<file path="src/rtl/adder_operand_packer_pkg.sv">
// Shared types and constants for the adder operand packer and the 3-input adder bench.
package adder_operand_packer_pkg;

  typedef enum logic [1:0] {
    S_A    = 2'd0,
    S_B    = 2'd1,
    S_C    = 2'd2,
    S_FULL = 2'd3
  } state_t;

  localparam int ADDER_LATENCY = 2;
  localparam int WIDTH_DEF     = 8;
  localparam int CNT_W_DEF     = 16;

  // Number of words already held in the current triple for a given state.
  function automatic logic [1:0] fill_of(input state_t s);
    logic [1:0] f;
    case (s)
      S_A:     f = 2'd0;
      S_B:     f = 2'd1;
      S_C:     f = 2'd2;
      S_FULL:  f = 2'd3;
      default: f = 2'd0;
    endcase
    return f;
  endfunction

endpackage

</file>
<file path="src/rtl/adder_operand_packer_if.sv">
// Word stream in, operand triple and issue/sum-valid strobes out.
interface adder_operand_packer_if #(
  parameter int WIDTH = 8,
  parameter int CNT_W = 16
);

  logic [WIDTH-1:0] i_data;
  logic             i_valid;
  logic             o_ready;
  logic             i_en;
  logic             i_flush;
  logic [WIDTH-1:0] o_a;
  logic [WIDTH-1:0] o_b;
  logic [WIDTH-1:0] o_c;
  logic             o_issue;
  logic             o_sum_valid;
  logic [1:0]       o_fill;
  logic [CNT_W-1:0] o_triple_count;

  modport master (
    output i_data, i_valid, i_en, i_flush,
    input  o_ready, o_a, o_b, o_c, o_issue, o_sum_valid, o_fill, o_triple_count
  );

  modport slave (
    input  i_data, i_valid, i_en, i_flush,
    output o_ready, o_a, o_b, o_c, o_issue, o_sum_valid, o_fill, o_triple_count
  );

endinterface

</file>
<file path="src/rtl/adder_operand_packer_valid_delay_line.sv">
// Fixed-depth 1-bit shift register; cleared by reset so in-flight strobes are dropped.
module valid_delay_line #(
  parameter int DEPTH = 2
) (
  input  logic i_clk,
  input  logic i_rst,
  input  logic i_vld,
  output logic o_vld
);

  logic [DEPTH-1:0] vld_p;

  always_ff @(posedge i_clk) begin
    if (i_rst) begin
      vld_p <= '0;
    end else begin
      vld_p[0] <= i_vld;
      for (int k = 1; k < DEPTH; k++) begin
        vld_p[k] <= vld_p[k-1];
      end
    end
  end

  assign o_vld = vld_p[DEPTH-1];

endmodule

</file>
<file path="src/rtl/adder_operand_packer.sv">
// Collects a valid/ready word stream into (a,b,c) triples for the 3-input pipelined adder
// and tracks when each issued triple's sum emerges from the adder.
module adder_operand_packer #(
  parameter int WIDTH         = 8,
  parameter int ADDER_LATENCY = adder_operand_packer_pkg::ADDER_LATENCY,
  parameter int CNT_W         = 16
) (
  input logic                    i_clk,
  input logic                    i_rst,
  adder_operand_packer_if.slave  bus
);

  import adder_operand_packer_pkg::*;

  state_t           state_q;
  state_t           state_d;
  logic             ready;
  logic             accept;
  logic             issue;
  logic             wr_a;
  logic             wr_b;
  logic             wr_c;
  logic             sum_valid;
  logic [WIDTH-1:0] a_q;
  logic [WIDTH-1:0] b_q;
  logic [WIDTH-1:0] c_q;
  logic [CNT_W-1:0] cnt_q;

  always_ff @(posedge i_clk) begin
    if (i_rst) begin
      state_q <= S_A;
    end else begin
      state_q <= state_d;
    end
  end

  always_comb begin
    state_d = state_q;
    if (bus.i_flush) begin
      state_d = S_A;
    end else begin
      case (state_q)
        S_A:     if (accept) state_d = S_B;
        S_B:     if (accept) state_d = S_C;
        S_C:     if (accept) state_d = S_FULL;
        S_FULL:  if (issue)  state_d = accept ? S_B : S_A;
        default: state_d = S_A;
      endcase
    end
  end

  // In S_FULL, readiness follows i_en combinationally so a new word can land in
  // slot a on the very cycle the held triple is issued.
  always_comb begin
    ready  = 1'b0;
    issue  = 1'b0;
    accept = 1'b0;
    wr_a   = 1'b0;
    wr_b   = 1'b0;
    wr_c   = 1'b0;
    if (!bus.i_flush) begin
      ready = (state_q != S_FULL) || bus.i_en;
      issue = (state_q == S_FULL) && bus.i_en;
    end
    accept = bus.i_valid && ready;
    wr_a   = accept && ((state_q == S_A) || (state_q == S_FULL));
    wr_b   = accept && (state_q == S_B);
    wr_c   = accept && (state_q == S_C);
  end

  always_ff @(posedge i_clk) begin
    if (i_rst) begin
      a_q <= '0;
      b_q <= '0;
      c_q <= '0;
    end else begin
      if (wr_a) a_q <= bus.i_data;
      if (wr_b) b_q <= bus.i_data;
      if (wr_c) c_q <= bus.i_data;
    end
  end

  always_ff @(posedge i_clk) begin
    if (i_rst) begin
      cnt_q <= '0;
    end else if (issue) begin
      cnt_q <= cnt_q + 1'b1;
    end
  end

  valid_delay_line #(
    .DEPTH (ADDER_LATENCY)
  ) u_sum_dly (
    .i_clk (i_clk),
    .i_rst (i_rst),
    .i_vld (issue),
    .o_vld (sum_valid)
  );

  assign bus.o_ready        = ready;
  assign bus.o_issue        = issue;
  assign bus.o_a            = a_q;
  assign bus.o_b            = b_q;
  assign bus.o_c            = c_q;
  assign bus.o_sum_valid    = sum_valid;
  assign bus.o_fill         = fill_of(state_q);
  assign bus.o_triple_count = cnt_q;

endmodule
</file>
<file path="src/flat_wrapper.sv">
// flat-port wrapper written by rule: the top's interface ports become plain ports
module adder_operand_packer_flat import adder_operand_packer_pkg::*;
#(
  parameter int WIDTH         = 8,
  parameter int ADDER_LATENCY = adder_operand_packer_pkg::ADDER_LATENCY,
  parameter int CNT_W         = 16
)
  (i_clk, i_rst, bus_i_data, bus_i_valid, bus_i_en, bus_i_flush, bus_o_ready, bus_o_a, bus_o_b, bus_o_c, bus_o_issue, bus_o_sum_valid, bus_o_fill, bus_o_triple_count);
  adder_operand_packer_if #(.WIDTH(WIDTH), .CNT_W(CNT_W)) bus_i ();
  input logic i_clk;
  input logic i_rst;
  input wire logic [$bits(bus_i.i_data)-1:0] bus_i_data;
  input wire logic [$bits(bus_i.i_valid)-1:0] bus_i_valid;
  input wire logic [$bits(bus_i.i_en)-1:0] bus_i_en;
  input wire logic [$bits(bus_i.i_flush)-1:0] bus_i_flush;
  output wire logic [$bits(bus_i.o_ready)-1:0] bus_o_ready;
  output wire logic [$bits(bus_i.o_a)-1:0] bus_o_a;
  output wire logic [$bits(bus_i.o_b)-1:0] bus_o_b;
  output wire logic [$bits(bus_i.o_c)-1:0] bus_o_c;
  output wire logic [$bits(bus_i.o_issue)-1:0] bus_o_issue;
  output wire logic [$bits(bus_i.o_sum_valid)-1:0] bus_o_sum_valid;
  output wire logic [$bits(bus_i.o_fill)-1:0] bus_o_fill;
  output wire logic [$bits(bus_i.o_triple_count)-1:0] bus_o_triple_count;
  assign bus_i.i_data = bus_i_data;
  assign bus_i.i_valid = bus_i_valid;
  assign bus_i.i_en = bus_i_en;
  assign bus_i.i_flush = bus_i_flush;
  assign bus_o_ready = bus_i.o_ready;
  assign bus_o_a = bus_i.o_a;
  assign bus_o_b = bus_i.o_b;
  assign bus_o_c = bus_i.o_c;
  assign bus_o_issue = bus_i.o_issue;
  assign bus_o_sum_valid = bus_i.o_sum_valid;
  assign bus_o_fill = bus_i.o_fill;
  assign bus_o_triple_count = bus_i.o_triple_count;
  adder_operand_packer #(.WIDTH(WIDTH), .ADDER_LATENCY(ADDER_LATENCY), .CNT_W(CNT_W)) u_core (.i_clk(i_clk), .i_rst(i_rst), .bus(bus_i));
endmodule
</file>
<file path="config.mk">
export PLATFORM = sky130hd
export DESIGN_NAME = adder_operand_packer_flat
export DESIGN_NICKNAME = d
export VERILOG_FILES = /design/src/rtl/adder_operand_packer_pkg.sv /design/src/rtl/adder_operand_packer_if.sv /design/src/rtl/adder_operand_packer_valid_delay_line.sv /design/src/rtl/adder_operand_packer.sv /design/src/flat_wrapper.sv
export SDC_FILE = /design/constraint.sdc
export NUM_CORES = 1
export LEC_CHECK = 0
export CAP_MARGIN = 20
export CORE_UTILIZATION = 42
export CTS_CLUSTER_DIAMETER = 50
export DETAILED_ROUTE_END_ITERATION = 8
export GPL_ROUTABILITY_DRIVEN = 0
export GPL_TIMING_DRIVEN = 0
export PLACE_DENSITY = 0.75
export SLEW_MARGIN = 20
export SYNTH_ARGS = -nofsm -noshare
export SYNTH_HDL_FRONTEND = slang
export SYNTH_HIERARCHICAL = 1
export SYNTH_SLANG_ARGS = --single-unit
</file>
<file path="constraint.sdc">
create_clock -name i_clk -period 1.6 [get_ports i_clk]
set_input_delay 0.32 -clock i_clk [delete_from_list [all_inputs] [get_ports i_clk]]
set_output_delay 0.32 -clock i_clk [all_outputs]
set_load 0.005 [all_outputs]
</file>
**Word level (Yosys, flattened, before mapping)**

Cells that the tools add are included.

- Register bits after elaboration: 44
- Bits of input ports: 13
- Output and inout bits: 45
- Word-level logic and storage cells: 34

- Add/sub/neg operators: 1
- Equality and inequality tests: 8
- Multiplexer cells: 9
- Reduce and logical (&&, ||, !) cells: 10

Operators with widths:

| cell | number |
|---|---|
| adder 16 x 1 -> 16 bit, second input constant | 1 |
| case mux 2 bit (4 select lines) | 2 |
| two-way mux 2 bit | 4 |
| inequality test 2 x 1 -> 1 bit, second input constant | 3 |
| logical AND 1 bit | 5 |
| equality test 2 bit, second input constant | 2 |
| inequality test 2 bit, second input constant | 2 |
| AND reduction 4 bit | 1 |
| two-way mux 1 bit | 3 |
| equality test 2 x 1 -> 1 bit, second input constant | 1 |
| zero test 2 bit | 1 |
| logical OR 1 bit | 2 |
| OR reduction 2 bit | 1 |

**Longest topological paths before layout**

- Word-level depth: 7
- Gate-level depth with buffers: 6
- Depth with buffers taken out: 6

**By module**

The synthesis kept the hierarchy.

By module, submodules not included:

| module | times used | cells an instance | area an instance (µm²) | seq. area each (µm²) |
|---|---|---|---|---|
| adder_operand_packer | 1 | 191 | 1913.1 | 840.8 |
| valid_delay_line | 1 | 4 | 52.6 | 40.0 |

**Worst setup path after synthesis**

Ideal clock, no wire load.

- Kind: register to register
- From: register u_core.state_q[0]
- To: register u_core.a_q[3], in the netlist u_core/bus.o_a[3]
- Library setup time: 0.128 ns
- Arrival time: 1.483 ns
- Required time: 1.472 ns
- Slack: -0.010 ns
- Stages on the path, launching flop included: 6
- Buffers on the path: 0
- Clock period less this slack: 1.610 ns
- Path through: dfxtp_1 inv_1 ha_1 nor3_4 mux2i_1 nor2_1

- Cells in the longest elaborated chain, start to end: 5
- Elaborated cells on any way between the ends: 8
- Classes of those cells: eq/ne (2); mux (1); reduce/logical (5)

RTL lines:

| what | RTL line | source |
|---|---|---|
| start: declaration | adder_operand_packer.sv:15 | `state_t state_q;` |
| start signal: assignment | adder_operand_packer.sv:33 | `state_q <= state_d;` |
| inequality test 2 bit | adder_operand_packer.sv:62 | `ready = (state_q != S_FULL) \|\| bus.i_en;` |
| logical OR 1 bit | adder_operand_packer.sv:62 |  |
| two-way mux 1 bit | adder_operand_packer.sv:61 | `if (!bus.i_flush) begin` |
| logical AND 1 bit | adder_operand_packer.sv:65 | `accept = bus.i_valid && ready;` |
| logical AND 1 bit * | adder_operand_packer.sv:66 | `wr_a = accept && ((state_q == S_A) \|\| (state_q == S_FULL));` |
| end signal: assignment | adder_operand_packer.sv:77 | `if (wr_a) a_q <= bus.i_data;` |
| end: declaration | adder_operand_packer.sv:24 | `logic [WIDTH-1:0] a_q;` |

Every way passes the cells marked *; elsewhere a longest branch is shown, timed or not.
A chain may end at the register's enable or synchronous reset.

**Final worst setup path**

- From: register u_core.state_q[0]
- To: register u_core.cnt_q[14], in the netlist u_core/bus.o_triple_count[14]

- Cells in the longest elaborated chain, start to end: 3

RTL lines:

| what | RTL line | source |
|---|---|---|
| equality test 2 bit | adder_operand_packer.sv:63 | `issue = (state_q == S_FULL) && bus.i_en;` |
| logical AND 1 bit | adder_operand_packer.sv:63 |  |
| two-way mux 1 bit | adder_operand_packer.sv:61 |  |
| end signal: assignment | adder_operand_packer.sv:87 | `cnt_q <= cnt_q + 1'b1;` |
| end: declaration | adder_operand_packer.sv:27 | `logic [CNT_W-1:0] cnt_q;` |

Every way passes these cells.

==> reports/metrics.csv <==
stage,metric,value,unit
cells_and_area,Layout Area Growth over Synthesis,56.52,%
worst_setup_path,CP arrival,1830,ps
clock_tree,TritonCTS buffer count,5,
timing,clk_skew,5.787,ps
cells_and_area,fraction of final layout cells with drive strength greater than 1,0.2780,
yosys,cell types occupying the most area after synthesis,"dfxtp_1 (45%), mux2i_1 (12%), nor2_1 (8.2%)",
timing,transition time of the tightest slew-check pin,492.2,ps
clock_tree,clock transition at the register clock pins on the worst setup and hold paths after CTS,80,ps
yosys,cell area after synthesis,0.001966,mm2
detailed_routing,WL/cell,14.44,um
clock_tree,CTS tree,yes,
yosys,total of flip-flops plus latches after synthesis,44,
yosys,cell taking the most area after synthesis,dfxtp_1,
yosys,share of synthesized registers carrying an async set or reset,0,
die,die span in y,70.41,um
cells_and_area,# diodes,0,
worst_setup_path,reg-to-reg critical path startpoint,u_core/state_q[0],
worst_setup_path,Critical-path top delay cell,dfxtp_4,
yosys,count of different cell masters after synthesis,37,
worst_setup_path,total buffers and inverters traversed by the critical path,2,
timing,final worst-path setup slack,-39.38,ps
detailed_routing,via total after detailed routing,1645,
clock_tree,clock latency on the worst-skew pair,290,ps
detailed_routing,violation count after the first detailed-routing iteration,87,
timing,Slew Limit Headroom,0.6718,
worst_hold_path,class of the most critical hold timing path,register to register,
die,effective utilization at floorplan,0.4453,
timing,Fmax,0.6100,GHz
cells_and_area,Layout Nets,295,
yosys,synth cell count leaders,"dfxtp_1 (44), nor2_1 (43), mux2i_1 (24)",
clock_tree,CTS root buffer,clkbuf_8,
detailed_routing,Antenna Violating Nets Remaining,0,
worst_setup_path,CP Data Required Time,1790,ps
clock_tree,"Hold-fix buffers, CTS",0,
power_and_ir_drop,worst vdd ir,589.1,uV
yosys,share of the yosys chip area belonging to registers,0.4481,
worst_hold_path,Min-Delay Endpoint,u_core/u_sum_dly/vld_p[1],
yosys,post-synth net total,214,
global_routing,vias in the first global route,1552,
timing,final number of setup-violating endpoints,14,
detailed_routing,Total Routed Length,4.751,mm
run_status,outcome,finished with violations,
timing,part of the cycle the worst path needs,1.025,
worst_hold_path,Hold Path Stages,1,
worst_setup_path,CP endpoint kind,register,
power_and_ir_drop,leakage power,0.001379,uW
yosys,most used standard cell by instance count after synthesis,dfxtp_1,
global_routing,wire length of the first global-routing pass,7.534,mm
worst_hold_path,Hold Startpoint,u_core/u_sum_dly/vld_p[0],
timing,setup TNS,-280.6,ps
global_routing,largest net degree at the start of global routing,14,
placement,placed wire-length estimate after detailed placement,2.940,mm
timing,setup repair after global routing missed its margin,yes,
worst_setup_path,"Largest stage delay, worst path",390,ps
worst_setup_path,peak fanout along the critical path,6,
die,count of standard-cell rows,24,
placement,pre-CTS setup slack,-646.9,ps
global_routing,initial antenna violation count,0,
power_and_ir_drop,power density over the cells,721.8,mW/mm2
detailed_routing,DRC violation count after routing,0,
clock_tree,maximum number of buffers from clock root to sink,2,
placement,number of placed instances with taps included,304,
worst_setup_path,number of cells on the worst reg-to-reg path,7,
clock_tree,clk sink count,44,
run_status,violations in the final reports,negative setup slack,
detailed_routing,iteration count of the initial detailed-routing pass,4,
detailed_routing,detailed-route vias per instance,5.000,
worst_setup_path,crit-path cells,ha_4 > buf_6 > nand3b_4 > buf_8 > nor3_4 > nand4_1 > mux2_4,
timing,"Hold Violations, Final",0,
placement,number of buffers inserted by port buffering,57,
die,total I/O pin count,58,
yosys,count of warnings emitted by yosys,6,
worst_setup_path,family with the most delay on the worst path,flip-flops,
yosys,"EDFF count, synth",0,
yosys,predominant post-synthesis flop cell,dfxtp_1,
timing,max-slew violations,0,
cells_and_area,Final Non-Filler Cells,329,
die,Std-Cell Core Area,0.004414,mm2
global_routing,total routing resource utilization after global routing,0.1947,
yosys,gate count after technology mapping,195,
die,die extent in x,70.41,um
die,area of the die,0.004958,mm2
yosys,Syn Area/Cell,10.08,um2
worst_setup_path,"Worst Path Class, Setup",register to register,
clock_tree,Clock H-tree levels,2,
timing,minimum period implied by the final worst setup slack,1639,ps
global_routing,final global-route overflow total,0,
worst_setup_path,reg-to-reg endpoint,u_core/bus.o_triple_count[14],
timing,worst hold slack,469.0,ps
yosys,post-synth top area share,0.4481,
flow_run,max_cap viols,0,
worst_setup_path,startpoint types,register,
worst_setup_path,Worst R2R Setup Slack,-40,ps
power_and_ir_drop,power consumption,2221,uW
[state kept, by name (all words and copies together) (netlist names)]
signal                     cells
u_core/bus.o_a                 8
u_core/bus.o_b                 8
u_core/bus.o_c                 8
u_core/bus.o_triple_count     16
u_core/state_q                 2
u_core/u_sum_dly/vld_p         2
[placed cells by master, fill, tap and decap left out, types with 4 or more instances in the layout]
cell type / netlist / layout
buf_4: 0 / 10
buf_2: 0 / 4
clkdlybuf4s50_1: 0 / 51
dfxtp_2: 0 / 11
dfxtp_1: 44 / 31
xnor2_1: 9 / 9
clkbuf_8: 0 / 7
nand2_1: 7 / 6
nor3_4: 1 / 6
nor2b_1: 5 / 5
buf_6: 1 / 6
a21oi_1: 5 / 4
nor2_1: 43 / 42
mux2i_1: 24 / 24
[power breakdown]
part | leakage, uW | switching (uW) | total (uW) | internal (uW)
Sequential | 0.000363 | 8.88 | 1120 | 1110
Combinational | 0.000952 | 83.9 | 184 | 100
Clock | 0.0000645 | 371 | 922 | 551
Total | 0.00138 | 463 | 2220 | 1760
[per-stage QoR]
stage / util / area (um2)
global placement: 0.5893 / 2601
detailed placement: 0.5893 / 2601
finish: 0.6970 / 3077
CTS: 0.6800 / 3002
global route: 0.6970 / 3077
floorplan: - / 1966
[final cells by class]
cell class	instances	area (um2)
Clock inverter	1	30.03
Clock buffer	7	96.34
Timing Repair Buffer	75	748.2
Multi-Input combinational cell	140	1170
Tap cell	52	65.06
Buffer	5	41.29
Sequential cell	44	902.1
Fill cell	343	1338
Inverter	5	23.77
[worst register-to-register path, cell delays in order (launching register included)]
cell	delay (ps)
dfxtp_4	390
ha_4	170
buf_6	110
nand3b_4	110
buf_8	170
nor3_4	140
nand4_1	140
mux2_4	310
[routing by layer]
metal,up-vias,global-route usage,wire length [um]
met1,782,0.2572,2130
li1,824,-,-
met5,-,0,0
met3,4,0.04618,206
met2,35,0.3122,2371
met4,0,0.06222,42
[kinds of logic (layout without fill, tap and decap cells)]
group	Yosys count	in the layout	synth area share
flip-flops	44	44	0.4481
multiplexers	26	26	0.1337
AND/OR/NAND/NOR	86	86	0.2705
XOR/XNOR	11	11	0.04902
buffers and inverters	11	93	0.02482
AO/OA/AOI/OAI	11	11	0.03565
adder cells (fa/ha/maj)	6	6	0.03819
[repair_timing]
item | in CTS | in global routing
endpoints found under the setup margin | 49 | 39
gates cloned | 1 | 0
hold endpoints to repair | 0 | 0
gates resized for setup | 63 | 13
setup buffers | 13 | 4
pin swaps | 16 | 11
[worst max-delay path by stage]
stage | end | slack, ps | cells past startpoint | start
floorplan | u_core/bus.o_triple_count[14] | 20 | 5 | u_core/state_q[0]
global placement | u_core/bus.o_b[7] | -610 | 5 | i_rst
detailed placement | u_core/bus.o_b[5] | -650 | 5 | i_rst
CTS | bus_o_ready | -30 | 5 | u_core/state_q[0]
finish | u_core/bus.o_triple_count[14] | -40 | 7 | u_core/state_q[0]
global route | u_core/bus.o_triple_count[14] | -110 | 7 | u_core/state_q[0]
No activity file was read; power rests on OpenSTA's default activity.
